==> src/rtl/exec_unit_mc_if.sv <==
// Execute-stage bus: upstream op handshake, downstream result handshake, busy status.
interface exec_unit_mc_if #(
  parameter int XLEN   = 32,
  parameter int PC_W   = 10,
  parameter int IMM_W  = 20,
  parameter int REG_AW = 5
);
  logic              in_valid;
  logic              in_ready;
  logic [2:0]        in_class;
  logic [3:0]        in_alu_op;
  logic [2:0]        in_funct3;
  logic              in_use_imm;
  logic [XLEN-1:0]   in_op1;
  logic [XLEN-1:0]   in_op2;
  logic [IMM_W-1:0]  in_imm;
  logic [PC_W-1:0]   in_pc;
  logic [REG_AW-1:0] in_rd;
  logic              out_valid;
  logic              out_ready;
  logic [REG_AW-1:0] out_rd;
  logic [XLEN-1:0]   out_result;
  logic [XLEN-1:0]   out_mem_addr;
  logic [XLEN-1:0]   out_store_data;
  logic              out_is_load;
  logic              out_is_store;
  logic              out_branch;
  logic [PC_W-1:0]   out_target;
  logic              busy;

  modport master (
    output in_valid, in_class, in_alu_op, in_funct3, in_use_imm, in_op1, in_op2,
           in_imm, in_pc, in_rd, out_ready,
    input  in_ready, out_valid, out_rd, out_result, out_mem_addr, out_store_data,
           out_is_load, out_is_store, out_branch, out_target, busy
  );

  modport slave (
    input  in_valid, in_class, in_alu_op, in_funct3, in_use_imm, in_op1, in_op2,
           in_imm, in_pc, in_rd, out_ready,
    output in_ready, out_valid, out_rd, out_result, out_mem_addr, out_store_data,
           out_is_load, out_is_store, out_branch, out_target, busy
  );
endinterface

==> src/rtl/exec_unit_mc.sv <==
// Execute stage: single-cycle ALU/branch/jump/mem/LUI path plus an iterative
// RV32M shift-add multiplier and restoring divider sharing one datapath.
module exec_unit_mc #(
  parameter int XLEN   = 32,
  parameter int PC_W   = 10,
  parameter int IMM_W  = 20,
  parameter int REG_AW = 5
) (
  input logic          clk,
  input logic          rst,
  exec_unit_mc_if.slave bus
);
  localparam int SHW = $clog2(XLEN);
  localparam int CW  = $clog2(XLEN + 1);

  localparam logic [2:0] C_ALU = 3'd0, C_BR = 3'd1, C_JMP = 3'd2, C_LD = 3'd3,
                         C_ST  = 3'd4, C_LUI = 3'd5, C_MD = 3'd6;

  typedef enum logic [1:0] {S_IDLE, S_RUN, S_FIN} state_t;

  typedef struct packed {
    logic [REG_AW-1:0] rd;
    logic [XLEN-1:0]   result;
    logic [XLEN-1:0]   mem_addr;
    logic [XLEN-1:0]   store_data;
    logic              is_load;
    logic              is_store;
    logic              branch;
    logic [PC_W-1:0]   target;
  } out_t;

  state_t            state_q, state_d;
  logic [CW-1:0]     cnt_q, cnt_d;
  logic [XLEN-1:0]   acc_q, acc_d, lo_q, lo_d, bm_q, bm_d;
  logic [2:0]        f3_q, f3_d;
  logic              neg_q, neg_d, dz_q, dz_d;
  logic [REG_AW-1:0] rd_q, rd_d;
  out_t              out_q, out_d;
  logic              out_valid_q, out_valid_d;
  logic              rdy_q;

  logic            out_free, accept;
  logic [XLEN-1:0] imm_sx, b_op, alu_res, ea;
  logic [SHW-1:0]  shamt;
  logic            br_take;
  logic [PC_W-1:0] tgt, pc_inc;
  out_t            sc;

  assign out_free     = !out_valid_q || bus.out_ready;
  assign bus.in_ready = rdy_q && (state_q == S_IDLE) && out_free;
  assign accept       = bus.in_valid && bus.in_ready;
  assign bus.busy     = (state_q != S_IDLE);

  assign imm_sx = {{(XLEN-12){bus.in_imm[11]}}, bus.in_imm[11:0]};
  assign b_op   = bus.in_use_imm ? imm_sx : bus.in_op2;
  assign shamt  = b_op[SHW-1:0];
  assign ea     = bus.in_op1 + imm_sx;
  assign tgt    = bus.in_pc + bus.in_imm[PC_W-1:0];
  assign pc_inc = bus.in_pc + PC_W'(1);

  always_comb begin
    alu_res = '0;
    case (bus.in_alu_op)
      4'd0: alu_res = bus.in_op1 + b_op;
      4'd1: alu_res = bus.in_op1 - b_op;
      4'd2: alu_res = bus.in_op1 << shamt;
      4'd3: alu_res = XLEN'($signed(bus.in_op1) < $signed(b_op));
      4'd4: alu_res = XLEN'(bus.in_op1 < b_op);
      4'd5: alu_res = bus.in_op1 ^ b_op;
      4'd6: alu_res = bus.in_op1 >> shamt;
      4'd7: alu_res = $signed(bus.in_op1) >>> shamt;
      4'd8: alu_res = bus.in_op1 | b_op;
      4'd9: alu_res = bus.in_op1 & b_op;
      default: alu_res = '0;
    endcase
  end

  always_comb begin
    br_take = 1'b0;
    case (bus.in_funct3)
      3'd0: br_take = (bus.in_op1 == bus.in_op2);
      3'd1: br_take = (bus.in_op1 != bus.in_op2);
      3'd4: br_take = ($signed(bus.in_op1) <  $signed(bus.in_op2));
      3'd5: br_take = ($signed(bus.in_op1) >= $signed(bus.in_op2));
      3'd6: br_take = (bus.in_op1 <  bus.in_op2);
      3'd7: br_take = (bus.in_op1 >= bus.in_op2);
      default: br_take = 1'b0;
    endcase
  end

  always_comb begin
    sc    = '0;
    sc.rd = bus.in_rd;
    case (bus.in_class)
      C_ALU: sc.result = alu_res;
      C_BR: begin
        sc.branch = br_take;
        sc.target = tgt;
      end
      C_JMP: begin
        sc.branch = 1'b1;
        sc.target = tgt;
        sc.result = XLEN'(pc_inc);
      end
      C_LD: begin
        sc.is_load  = 1'b1;
        sc.mem_addr = ea;
      end
      C_ST: begin
        sc.is_store = 1'b1;
        sc.mem_addr = ea;
        case (bus.in_funct3[1:0])
          2'd0:    sc.store_data = XLEN'(bus.in_op2[7:0]);
          2'd1:    sc.store_data = XLEN'(bus.in_op2[15:0]);
          default: sc.store_data = bus.in_op2;
        endcase
      end
      C_LUI:   sc.result = XLEN'({bus.in_imm, 12'b0});
      default: ;
    endcase
  end

  // Operands are reduced to magnitudes up front; neg records the sign to restore at FIN.
  logic            a_sgn, b_sgn, a_neg, b_neg;
  logic [XLEN-1:0] a_mag, b_mag;
  logic [2:0]      f3;
  assign f3    = bus.in_funct3;
  assign a_sgn = f3[2] ? !f3[0] : (f3 == 3'd1 || f3 == 3'd2);
  assign b_sgn = f3[2] ? !f3[0] : (f3 == 3'd1);
  assign a_neg = a_sgn && bus.in_op1[XLEN-1];
  assign b_neg = b_sgn && bus.in_op2[XLEN-1];
  assign a_mag = a_neg ? -bus.in_op1 : bus.in_op1;
  assign b_mag = b_neg ? -bus.in_op2 : bus.in_op2;

  logic [XLEN:0]     mul_sum, div_sh, div_tr;
  logic [2*XLEN-1:0] prod, prod_fx;
  logic [XLEN-1:0]   q_fx, r_fx, md_res;
  assign mul_sum = {1'b0, acc_q} + (lo_q[0] ? {1'b0, bm_q} : '0);
  assign div_sh  = {acc_q, lo_q[XLEN-1]};
  assign div_tr  = div_sh - {1'b0, bm_q};
  assign prod    = {acc_q, lo_q};
  assign prod_fx = neg_q ? -prod : prod;
  // Divide by zero: the restoring loop leaves rem = |dividend|, so only the quotient is forced.
  assign q_fx    = dz_q ? '1 : (neg_q ? -lo_q : lo_q);
  assign r_fx    = neg_q ? -acc_q : acc_q;
  assign md_res  = f3_q[2] ? (f3_q[1] ? r_fx : q_fx)
                           : ((f3_q == 3'd0) ? prod_fx[XLEN-1:0] : prod_fx[2*XLEN-1:XLEN]);

  always_comb begin
    state_d     = state_q;
    cnt_d       = cnt_q;
    acc_d       = acc_q;
    lo_d        = lo_q;
    bm_d        = bm_q;
    f3_d        = f3_q;
    neg_d       = neg_q;
    dz_d        = dz_q;
    rd_d        = rd_q;
    out_d       = out_q;
    out_valid_d = out_valid_q;
    if (out_valid_q && bus.out_ready) out_valid_d = 1'b0;
    case (state_q)
      S_IDLE: begin
        if (accept && bus.in_class == C_MD) begin
          state_d = S_RUN;
          cnt_d   = CW'(XLEN);
          acc_d   = '0;
          lo_d    = f3[2] ? a_mag : b_mag;
          bm_d    = f3[2] ? b_mag : a_mag;
          f3_d    = f3;
          neg_d   = (f3[2] && f3[1]) ? a_neg : (a_neg ^ b_neg);
          dz_d    = (bus.in_op2 == '0);
          rd_d    = bus.in_rd;
        end else if (accept) begin
          out_d       = sc;
          out_valid_d = 1'b1;
        end
      end
      S_RUN: begin
        if (f3_q[2]) begin
          acc_d = div_tr[XLEN] ? div_sh[XLEN-1:0] : div_tr[XLEN-1:0];
          lo_d  = {lo_q[XLEN-2:0], !div_tr[XLEN]};
        end else begin
          acc_d = mul_sum[XLEN:1];
          lo_d  = {mul_sum[0], lo_q[XLEN-1:1]};
        end
        cnt_d = cnt_q - CW'(1);
        if (cnt_q == CW'(1)) state_d = S_FIN;
      end
      S_FIN: begin
        if (out_free) begin
          out_d        = '0;
          out_d.rd     = rd_q;
          out_d.result = md_res;
          out_valid_d  = 1'b1;
          state_d      = S_IDLE;
        end
      end
      default: state_d = S_IDLE;
    endcase
  end

  always_ff @(posedge clk or posedge rst) begin
    if (rst) begin
      state_q     <= S_IDLE;
      cnt_q       <= '0;
      acc_q       <= '0;
      lo_q        <= '0;
      bm_q        <= '0;
      f3_q        <= '0;
      neg_q       <= 1'b0;
      dz_q        <= 1'b0;
      rd_q        <= '0;
      out_q       <= '0;
      out_valid_q <= 1'b0;
      rdy_q       <= 1'b0;
    end else begin
      state_q     <= state_d;
      cnt_q       <= cnt_d;
      acc_q       <= acc_d;
      lo_q        <= lo_d;
      bm_q        <= bm_d;
      f3_q        <= f3_d;
      neg_q       <= neg_d;
      dz_q        <= dz_d;
      rd_q        <= rd_d;
      out_q       <= out_d;
      out_valid_q <= out_valid_d;
      rdy_q       <= 1'b1;
    end
  end

  assign bus.out_valid      = out_valid_q;
  assign bus.out_rd         = out_q.rd;
  assign bus.out_result     = out_q.result;
  assign bus.out_mem_addr   = out_q.mem_addr;
  assign bus.out_store_data = out_q.store_data;
  assign bus.out_is_load    = out_q.is_load;
  assign bus.out_is_store   = out_q.is_store;
  assign bus.out_branch     = out_q.branch;
  assign bus.out_target     = out_q.target;
endmodule

==> src/flat_wrapper.sv <==
// flat-port wrapper written by rule: the top's interface ports become plain ports
module exec_unit_mc_flat 
#(
  parameter int XLEN   = 32,
  parameter int PC_W   = 10,
  parameter int IMM_W  = 20,
  parameter int REG_AW = 5
)
  (clk, rst, bus_in_valid, bus_in_class, bus_in_alu_op, bus_in_funct3, bus_in_use_imm, bus_in_op1, bus_in_op2, bus_in_imm, bus_in_pc, bus_in_rd, bus_out_ready, bus_in_ready, bus_out_valid, bus_out_rd, bus_out_result, bus_out_mem_addr, bus_out_store_data, bus_out_is_load, bus_out_is_store, bus_out_branch, bus_out_target, bus_busy);
  exec_unit_mc_if #(.XLEN(XLEN), .PC_W(PC_W), .IMM_W(IMM_W), .REG_AW(REG_AW)) bus_i ();
  input logic clk;
  input logic rst;
  input wire logic [$bits(bus_i.in_valid)-1:0] bus_in_valid;
  input wire logic [$bits(bus_i.in_class)-1:0] bus_in_class;
  input wire logic [$bits(bus_i.in_alu_op)-1:0] bus_in_alu_op;
  input wire logic [$bits(bus_i.in_funct3)-1:0] bus_in_funct3;
  input wire logic [$bits(bus_i.in_use_imm)-1:0] bus_in_use_imm;
  input wire logic [$bits(bus_i.in_op1)-1:0] bus_in_op1;
  input wire logic [$bits(bus_i.in_op2)-1:0] bus_in_op2;
  input wire logic [$bits(bus_i.in_imm)-1:0] bus_in_imm;
  input wire logic [$bits(bus_i.in_pc)-1:0] bus_in_pc;
  input wire logic [$bits(bus_i.in_rd)-1:0] bus_in_rd;
  input wire logic [$bits(bus_i.out_ready)-1:0] bus_out_ready;
  output wire logic [$bits(bus_i.in_ready)-1:0] bus_in_ready;
  output wire logic [$bits(bus_i.out_valid)-1:0] bus_out_valid;
  output wire logic [$bits(bus_i.out_rd)-1:0] bus_out_rd;
  output wire logic [$bits(bus_i.out_result)-1:0] bus_out_result;
  output wire logic [$bits(bus_i.out_mem_addr)-1:0] bus_out_mem_addr;
  output wire logic [$bits(bus_i.out_store_data)-1:0] bus_out_store_data;
  output wire logic [$bits(bus_i.out_is_load)-1:0] bus_out_is_load;
  output wire logic [$bits(bus_i.out_is_store)-1:0] bus_out_is_store;
  output wire logic [$bits(bus_i.out_branch)-1:0] bus_out_branch;
  output wire logic [$bits(bus_i.out_target)-1:0] bus_out_target;
  output wire logic [$bits(bus_i.busy)-1:0] bus_busy;
  assign bus_i.in_valid = bus_in_valid;
  assign bus_i.in_class = bus_in_class;
  assign bus_i.in_alu_op = bus_in_alu_op;
  assign bus_i.in_funct3 = bus_in_funct3;
  assign bus_i.in_use_imm = bus_in_use_imm;
  assign bus_i.in_op1 = bus_in_op1;
  assign bus_i.in_op2 = bus_in_op2;
  assign bus_i.in_imm = bus_in_imm;
  assign bus_i.in_pc = bus_in_pc;
  assign bus_i.in_rd = bus_in_rd;
  assign bus_i.out_ready = bus_out_ready;
  assign bus_in_ready = bus_i.in_ready;
  assign bus_out_valid = bus_i.out_valid;
  assign bus_out_rd = bus_i.out_rd;
  assign bus_out_result = bus_i.out_result;
  assign bus_out_mem_addr = bus_i.out_mem_addr;
  assign bus_out_store_data = bus_i.out_store_data;
  assign bus_out_is_load = bus_i.out_is_load;
  assign bus_out_is_store = bus_i.out_is_store;
  assign bus_out_branch = bus_i.out_branch;
  assign bus_out_target = bus_i.out_target;
  assign bus_busy = bus_i.busy;
  exec_unit_mc #(.XLEN(XLEN), .PC_W(PC_W), .IMM_W(IMM_W), .REG_AW(REG_AW)) u_core (.clk(clk), .rst(rst), .bus(bus_i));
endmodule
==> config.mk <==
export PLATFORM = sky130hd
export DESIGN_NAME = exec_unit_mc_flat
export DESIGN_NICKNAME = d
export VERILOG_FILES = /design/src/rtl/exec_unit_mc_if.sv /design/src/rtl/exec_unit_mc.sv /design/src/flat_wrapper.sv
export SDC_FILE = /design/constraint.sdc
export NUM_CORES = 2
export LEC_CHECK = 0
export ABC_AREA = 1
export ABC_CLOCK_PERIOD_IN_PS = 17850
export BUFFER_PORTS_ARGS = -buffer_cell sky130_fd_sc_hd__buf_2
export CORE_ASPECT_RATIO = 0.9
export CORE_MARGIN = 3
export CORE_UTILIZATION = 35
export DETAILED_ROUTE_END_ITERATION = 12
export PLACE_DENSITY = 0.57
export SLEW_MARGIN = 20
export SYNTH_ARGS = -nofsm -noshare
export SYNTH_HDL_FRONTEND = slang
export SYNTH_SLANG_ARGS = --single-unit
==> constraint.sdc <==
create_clock -name clk -period 17.85 [get_ports clk]
set_clock_uncertainty 0.05 [all_clocks]
set_input_delay 2.6775 -clock clk [delete_from_list [all_inputs] [get_ports clk]]
set_output_delay 2.6775 -clock clk [all_outputs]
set_load 0.02 [all_outputs]
== After elaboration in Yosys (flattened, before gate mapping) ==
Index checks and enable logic that the tools add are counted.

* Add/sub/neg operators: 13
* $lt $le $gt $ge: 6
* Eq/ne operators: 32
* Shift operators: 3
* Muxes and demuxes: 47
* Bitwise logic cells: 4
* Reduce and logical (&&, ||, !) cells: 28

{| class="wikitable"
|+ Operators with widths
! operator !! number
|-
| 32-bit 2-to-1 mux || 19
|-
| 114-bit 2-to-1 mux || 3
|-
| 32-bit case mux with 10 select lines || 1
|-
| 114-bit case mux with 2 select lines || 1
|-
| 32-bit case mux with 2 select lines || 3
|-
| 32-bit less-than comparator || 4
|-
| 32-bit negation || 4
|-
| 32-bit case mux with 3 select lines || 1
|-
| 32-bit adder || 2
|-
| 32-bit >= comparator || 2
|-
| 64-bit 2-to-1 mux || 1
|-
| 64-bit negation || 1
|-
| 32-bit by 33-bit adder with 33-bit output || 1
|-
| 33-bit by 32-bit subtractor with 33-bit output || 1
|-
| 32-bit AND || 1
|-
| 32-bit == test || 1
|-
| 32-bit zero test || 1
|-
| 32-bit inequality test || 1
|-
| 32-bit bitwise OR || 1
|-
| 32-bit by 5-bit left shift with 32-bit output || 1
|-
| 32-bit by 5-bit >> shifter with 32-bit output || 1
|-
| 32-bit by 5-bit >>> shifter with 32-bit output || 1
|-
| 32-bit subtractor || 1
|-
| 32-bit bitwise XOR || 1
|-
| other kinds (35) || 79
|}

* Register bits: 230
* Input bits: 114
* Output and inout port bits: 117
* Word-level logic and storage cells: 152

== Logic depth before layout (Yosys ltp) ==
* Depth after elaboration: 8
* Mapped depth: 26

== Worst setup path before layout ==
Ideal clock, no wire load.

* Path kind: in2out
* Start: in bus_out_ready
* End: out bus_in_ready
* Arrival time: 3128 ps
* Data required time: 15122 ps
* Slack: 11994 ps
* Stages: 4
* Buffers on the path: 0
* Cell sequence: nor2_1 -> inv_1 -> nand2_1 -> nor2_1

* Word-level cells in the longest chain between the ends: 2

{| class="wikitable"
|+ Ends and longest elaborated chain
! element !! RTL line !! text
|-
| start, declared || flat_wrapper.sv:23 || <nowiki>input wire logic [$bits(bus_i.out_ready)-1:0] bus_out_ready;</nowiki>
|-
| 1-bit logical OR || exec_unit_mc.sv:49 || <nowiki>assign out_free = !out_valid_q || bus.out_ready;</nowiki>
|-
| 1-bit logical AND || exec_unit_mc.sv:50 || <nowiki>assign bus.in_ready = rdy_q && (state_q == S_IDLE) && out_free;</nowiki>
|-
| end, declared || flat_wrapper.sv:24 || <nowiki>output wire logic [$bits(bus_i.in_ready)-1:0] bus_in_ready;</nowiki>
|}

No other way between the ends.

== Final worst setup path ==
* Start: in bus_in_use_imm
* End: reg u_core.out_q (netlist bit u_core.bus.out_result[30])

* Word-level cells in the longest chain between the ends: 7

{| class="wikitable"
|+ Ends and longest elaborated chain
! element !! RTL line !! text
|-
| start, declared || flat_wrapper.sv:17 || <nowiki>input wire logic [$bits(bus_i.in_use_imm)-1:0] bus_in_use_imm;</nowiki>
|-
| 32-bit 2-to-1 mux * || exec_unit_mc.sv:55 || <nowiki>assign b_op = bus.in_use_imm ? imm_sx : bus.in_op2;</nowiki>
|-
| 32-bit subtractor, or another cell as far along || exec_unit_mc.sv:65 || <nowiki>4'd1: alu_res = bus.in_op1 - b_op;</nowiki>
|-
| 32-bit case mux with 10 select lines * || exec_unit_mc.sv:63 || <nowiki>case (bus.in_alu_op)</nowiki>
|-
| 32-bit case mux with 3 select lines * || exec_unit_mc.sv:94 || <nowiki>case (bus.in_class)</nowiki>
|-
| 114-bit 2-to-1 mux * || exec_unit_mc.sv:174 || <nowiki>end else if (accept) begin</nowiki>
|-
| 114-bit 2-to-1 mux * || exec_unit_mc.sv:164 || <nowiki>if (accept && bus.in_class == C_MD) begin</nowiki>
|-
| 114-bit case mux with 2 select lines * || exec_unit_mc.sv:162 || <nowiki>case (state_q)</nowiki>
|-
| end signal, assigned || exec_unit_mc.sv:227 || <nowiki>out_q <= out_d;</nowiki>
|-
| end, declared || exec_unit_mc.sv:38 || <nowiki>out_t out_q, out_d;</nowiki>
|}

Every way passes the cells marked *; elsewhere a longest branch is shown, timed or not. The select of a mux whose other input is x is not followed.
A chain may end at the register's enable or synchronous reset.

==> run_results.csv <==
group,metric,value,unit
power,pwr_density_cell,53.09,nW/µm²
timing,tightest_slew,1.348,ns
synthesis,synth_top_area_share,0.1910,
timing,slew_viol_final,0,
timing,fmax,143.8,MHz
global_routing,grt_max_degree,88,
detailed_routing,routed_wirelength,218.6,mm
power,p_leak,19.49,nW
place,place_hpwl,176.3,mm
synthesis,ys_ff_latch,230,
setup_path,cp.required,18.38,ns
clock_network,root_buffer,"clkbuf_16",
floorplanning,coreArea,95590,µm²
setup_path,crit_top_cell,"nand2_1",
synthesis,ys_seq_area_frac,0.1687,
layout,register_area,5761,µm²
timing,rsz0062_at_grt,"false",
setup_path,slowest_stage,"buf_2",
layout,nNetsFinal,6453,
layout,drive_above_1_share,0.07684,
global_routing,grt_pass1_wl,303.8,mm
clock_network,ctsResizeCount,0,
detailed_routing,postRouteAntennaNets,0,
timing,maxSlewHeadroom,0.1012,
detailed_routing,wl_per_cell,29.64,µm
worst_hold_path,holdPathStages,2,
worst_hold_path,min_path_type,"reg2reg",
clock_network,cts_max_level,1,
job,drv_cap,0,
setup_path,cp-end-kind,"register",
timing,setup_tns,0,ns
layout,synthToLayoutAreaGrowth,10.32,%
place,dp_cells,7314,
place,gp_congestion,1.112,
clock_network,post-cts-setup-buffers,0,
floorplanning,die_w,335.1,µm
setup_path,crit_chain,"buf_2, inv_4, nand2_4, nand2_4, ha_1, fa_1, nand3_1, nand3_1, nand2_1, nand2_1, nand2_1, nand2_1, nand3_1, nand2_1, nand2_1, nand3_1, nand3_1, nand2_1, nand2_1, nand2_1, a21boi_1",
layout,fill_cells,10880,
floorplanning,ios,231,
clock_network,numCtsBuffers,30,
synthesis,ys.flop_type,"dfrtp_1",
status,status,"finished, final reports clean",
setup_path,critical_path.max_fanout,31,
power,vdd_drop_max,0.00008512,V
synthesis,synth_edf_count,0,
clock_network,clock_sinks,230,
floorplanning,die-area,101300,µm²
synthesis,synthCells,5976,
timing,finalHoldViolations,0,
setup_path,criticalPathCategory,"in2reg",
timing,fin_crit,6.954,ns
layout,multiInputGateArea,24640,µm²
floorplanning,die_h,302.2,µm
synthesis,ys_async_sr_fraction,1.000,
floorplanning,rows,107,
global_routing,track_usage,0.4170,
setup_path,r2r_cells,11,
synthesis,synth_cell_types,67,
layout,instances_no_fill,7375,
detailed_routing,viasPerCell,5.991,
clock_network,clk_latency,0.66,ns
timing,setup-violations-final,0,
synthesis,yosys-top-cells-area,"nand2_1 19%, dfrtp_1 17%, nand3_1 11%, ha_1 8.8%, inv_1 7.9%",
synthesis,synth_top_area_cell,"nand2_1",
place,port_buffers,230,
clock_network,holdBufCountCts,0,
detailed_routing,dr.first_iter.drc_count,6229,
power,fin_total_pwr,1.998,mW
detailed_routing,drc,0,
setup_path,cp-start-kind,"input port",
timing,period_share,0.3896,
layout,final_cell_mix,"1734 x nand2_1, 770 x nand3_1, 711 x inv_1",
clock_network,tritoncts,"done",
setup_path,max_stage_delay,0.56,ns
global_routing,antenna_found_initial,12,
detailed_routing,vias,44180,
clock_network,clockBufferDepth,3,
synthesis,ys_warn_count,0,
synthesis,synthesis.area,34110,µm²
clock_network,cts.clk_slew.worst_paths,0.07,ns
setup_path,critPathArrivalTime,7.48,ns
synthesis,synth_nets,6336,
synthesis,avgSynthCellArea,5.708,µm²
global_routing,grt_overflow,0,
floorplanning,initial_core_util,0.3569,
layout,layout_commonest_cell,"nand2_1",
global_routing,grt_pass1_vias,40390,
detailed_routing,first_pass_iters,8,
[Yosys cell counts, types with 6 or more instances]
cell type  number
dfrtp_1       230
a22oi_1        19
a21o_1         18
buf_2          73
nand4_1        78
o22ai_1        29
xor2_1        112
o31ai_1        28
nor2_1        542
fa_1            6
a21oi_1       430
o221ai_1       23
nand3_1       770
clkbuf_1      111
a22o_1          8
ha_1          240
nor2_2          9
o21ai_1        20
a21boi_1       13
nand3b_1       14
inv_1         714
a221oi_1        9
o211ai_1       50
inv_2          12
buf_4          18
or2_2          40
o21bai_1       31
nor3_1         54
o21ai_0       378
clkinv_1       11
nand2_1      1736
buf_1          18
a21boi_0        8
xnor2_1        22
a31oi_1        25
nor4_1         10
[power by group]
group | switching, mW | internal [mW] | total [mW]
logic | 0.555 | 0.176 | 0.731
clock network | 0.310 | 0.426 | 0.735
registers | 0.00641 | 0.525 | 0.531
total | 0.871 | 1.13 | 2.00
[per-stage QoR]
step	setup WS [ns]	area, µm²	util	hold WS [ns]
after floorplan	8.818	34110	-	0.4043
after global placement	10.45	36480	0.3816	0.4038
after detailed placement	10.52	36480	0.3817	0.4075
after CTS	11.18	37610	0.3935	0.4258
after global routing	10.86	37620	0.3936	0.4486
final	10.90	37630	0.3937	0.4213
[cell type report]
type / count / share of cell area
Timing Repair Buffer: 309 / 0.04628
Inverter: 738 / 0.07394
Multi-Input combinational cell: 4784 / 0.6547
Clock inverter: 20 / 0.008644
Sequential cell: 230 / 0.1531
Antenna cell: 5 / 0.0003325
Tap cell: 1253 / 0.04166
Clock buffer: 36 / 0.02134
[cells by family (layout without fill, tap and decap cells)]
group,Yosys count,count (layout),share of synthesized area
xor+xnor,134,134,0.03440
simple gates,3286,3286,0.4079
other cells,1,6,0.0001099
flops,230,230,0.1687
buf+inv,962,1103,0.1111
compound gates,1117,1117,0.1862
fa+ha+maj,246,246,0.09155
[sequential cells by signal, indices dropped and copies added (netlist names)]
register                   cells
u_core.cnt_q                   6
u_core.bm_q                   32
u_core.bus.out_branch          1
u_core.rdy_q                   1
u_core.bus.out_valid           1
u_core.bus.out_is_store        1
u_core.bus.out_result         32
u_core.acc_q                  32
u_core.rd_q                    5
u_core.state_q                 2
u_core.neg_q                   1
u_core.f3_q                    3
u_core.bus.out_target         10
u_core.bus.out_is_load         1
u_core.lo_q                   32
u_core.bus.out_mem_addr       32
u_core.bus.out_store_data     32
u_core.dz_q                    1
u_core.bus.out_rd              5
[critical path, delay by kind of cell]
family / cells / cell delay [ns]
AO/OA/AOI/OAI: 1 / 0.15
adder cells (fa/ha/maj): 2 / 0.99
buffers and inverters: 2 / 0.93
AND/OR/NAND/NOR: 16 / 2.60
[routing by layer]
layer,GRT usage,routed length [µm],part of all wire
met3,0.08418,21940,0.10
met2,0.6295,91360,0.42
met1,0.5398,87470,0.40
met4,0.2749,17790,0.081
met5,0,52,0.00024
[worst paths after layout]
| check | startpoint | to | slack, ns |
|---|---|---|---|
| worst max register to register | u_core.state_q[0]$_DFFE_PP0P_ | u_core.bus.out_result[17]$_DFFE_PP0P_ | 12.78 |
| worst min-delay path | u_core.bus.out_mem_addr[27]$_DFFE_PP0P_ | u_core.bus.out_mem_addr[27]$_DFFE_PP0P_ | 0.42 |
| worst min register to register | u_core.bus.out_mem_addr[27]$_DFFE_PP0P_ | u_core.bus.out_mem_addr[27]$_DFFE_PP0P_ | 0.42 |
| min in group asynchronous | rst | u_core.acc_q[26]$_DFFE_PP0P_ | 1.98 |
| max in group asynchronous | rst | u_core.bus.out_mem_addr[28]$_DFFE_PP0P_ | 13.69 |
| worst max-delay path | bus_in_use_imm | u_core.bus.out_result[30]$_DFFE_PP0P_ | 10.90 |
Power figures use the tool's default switching activity.
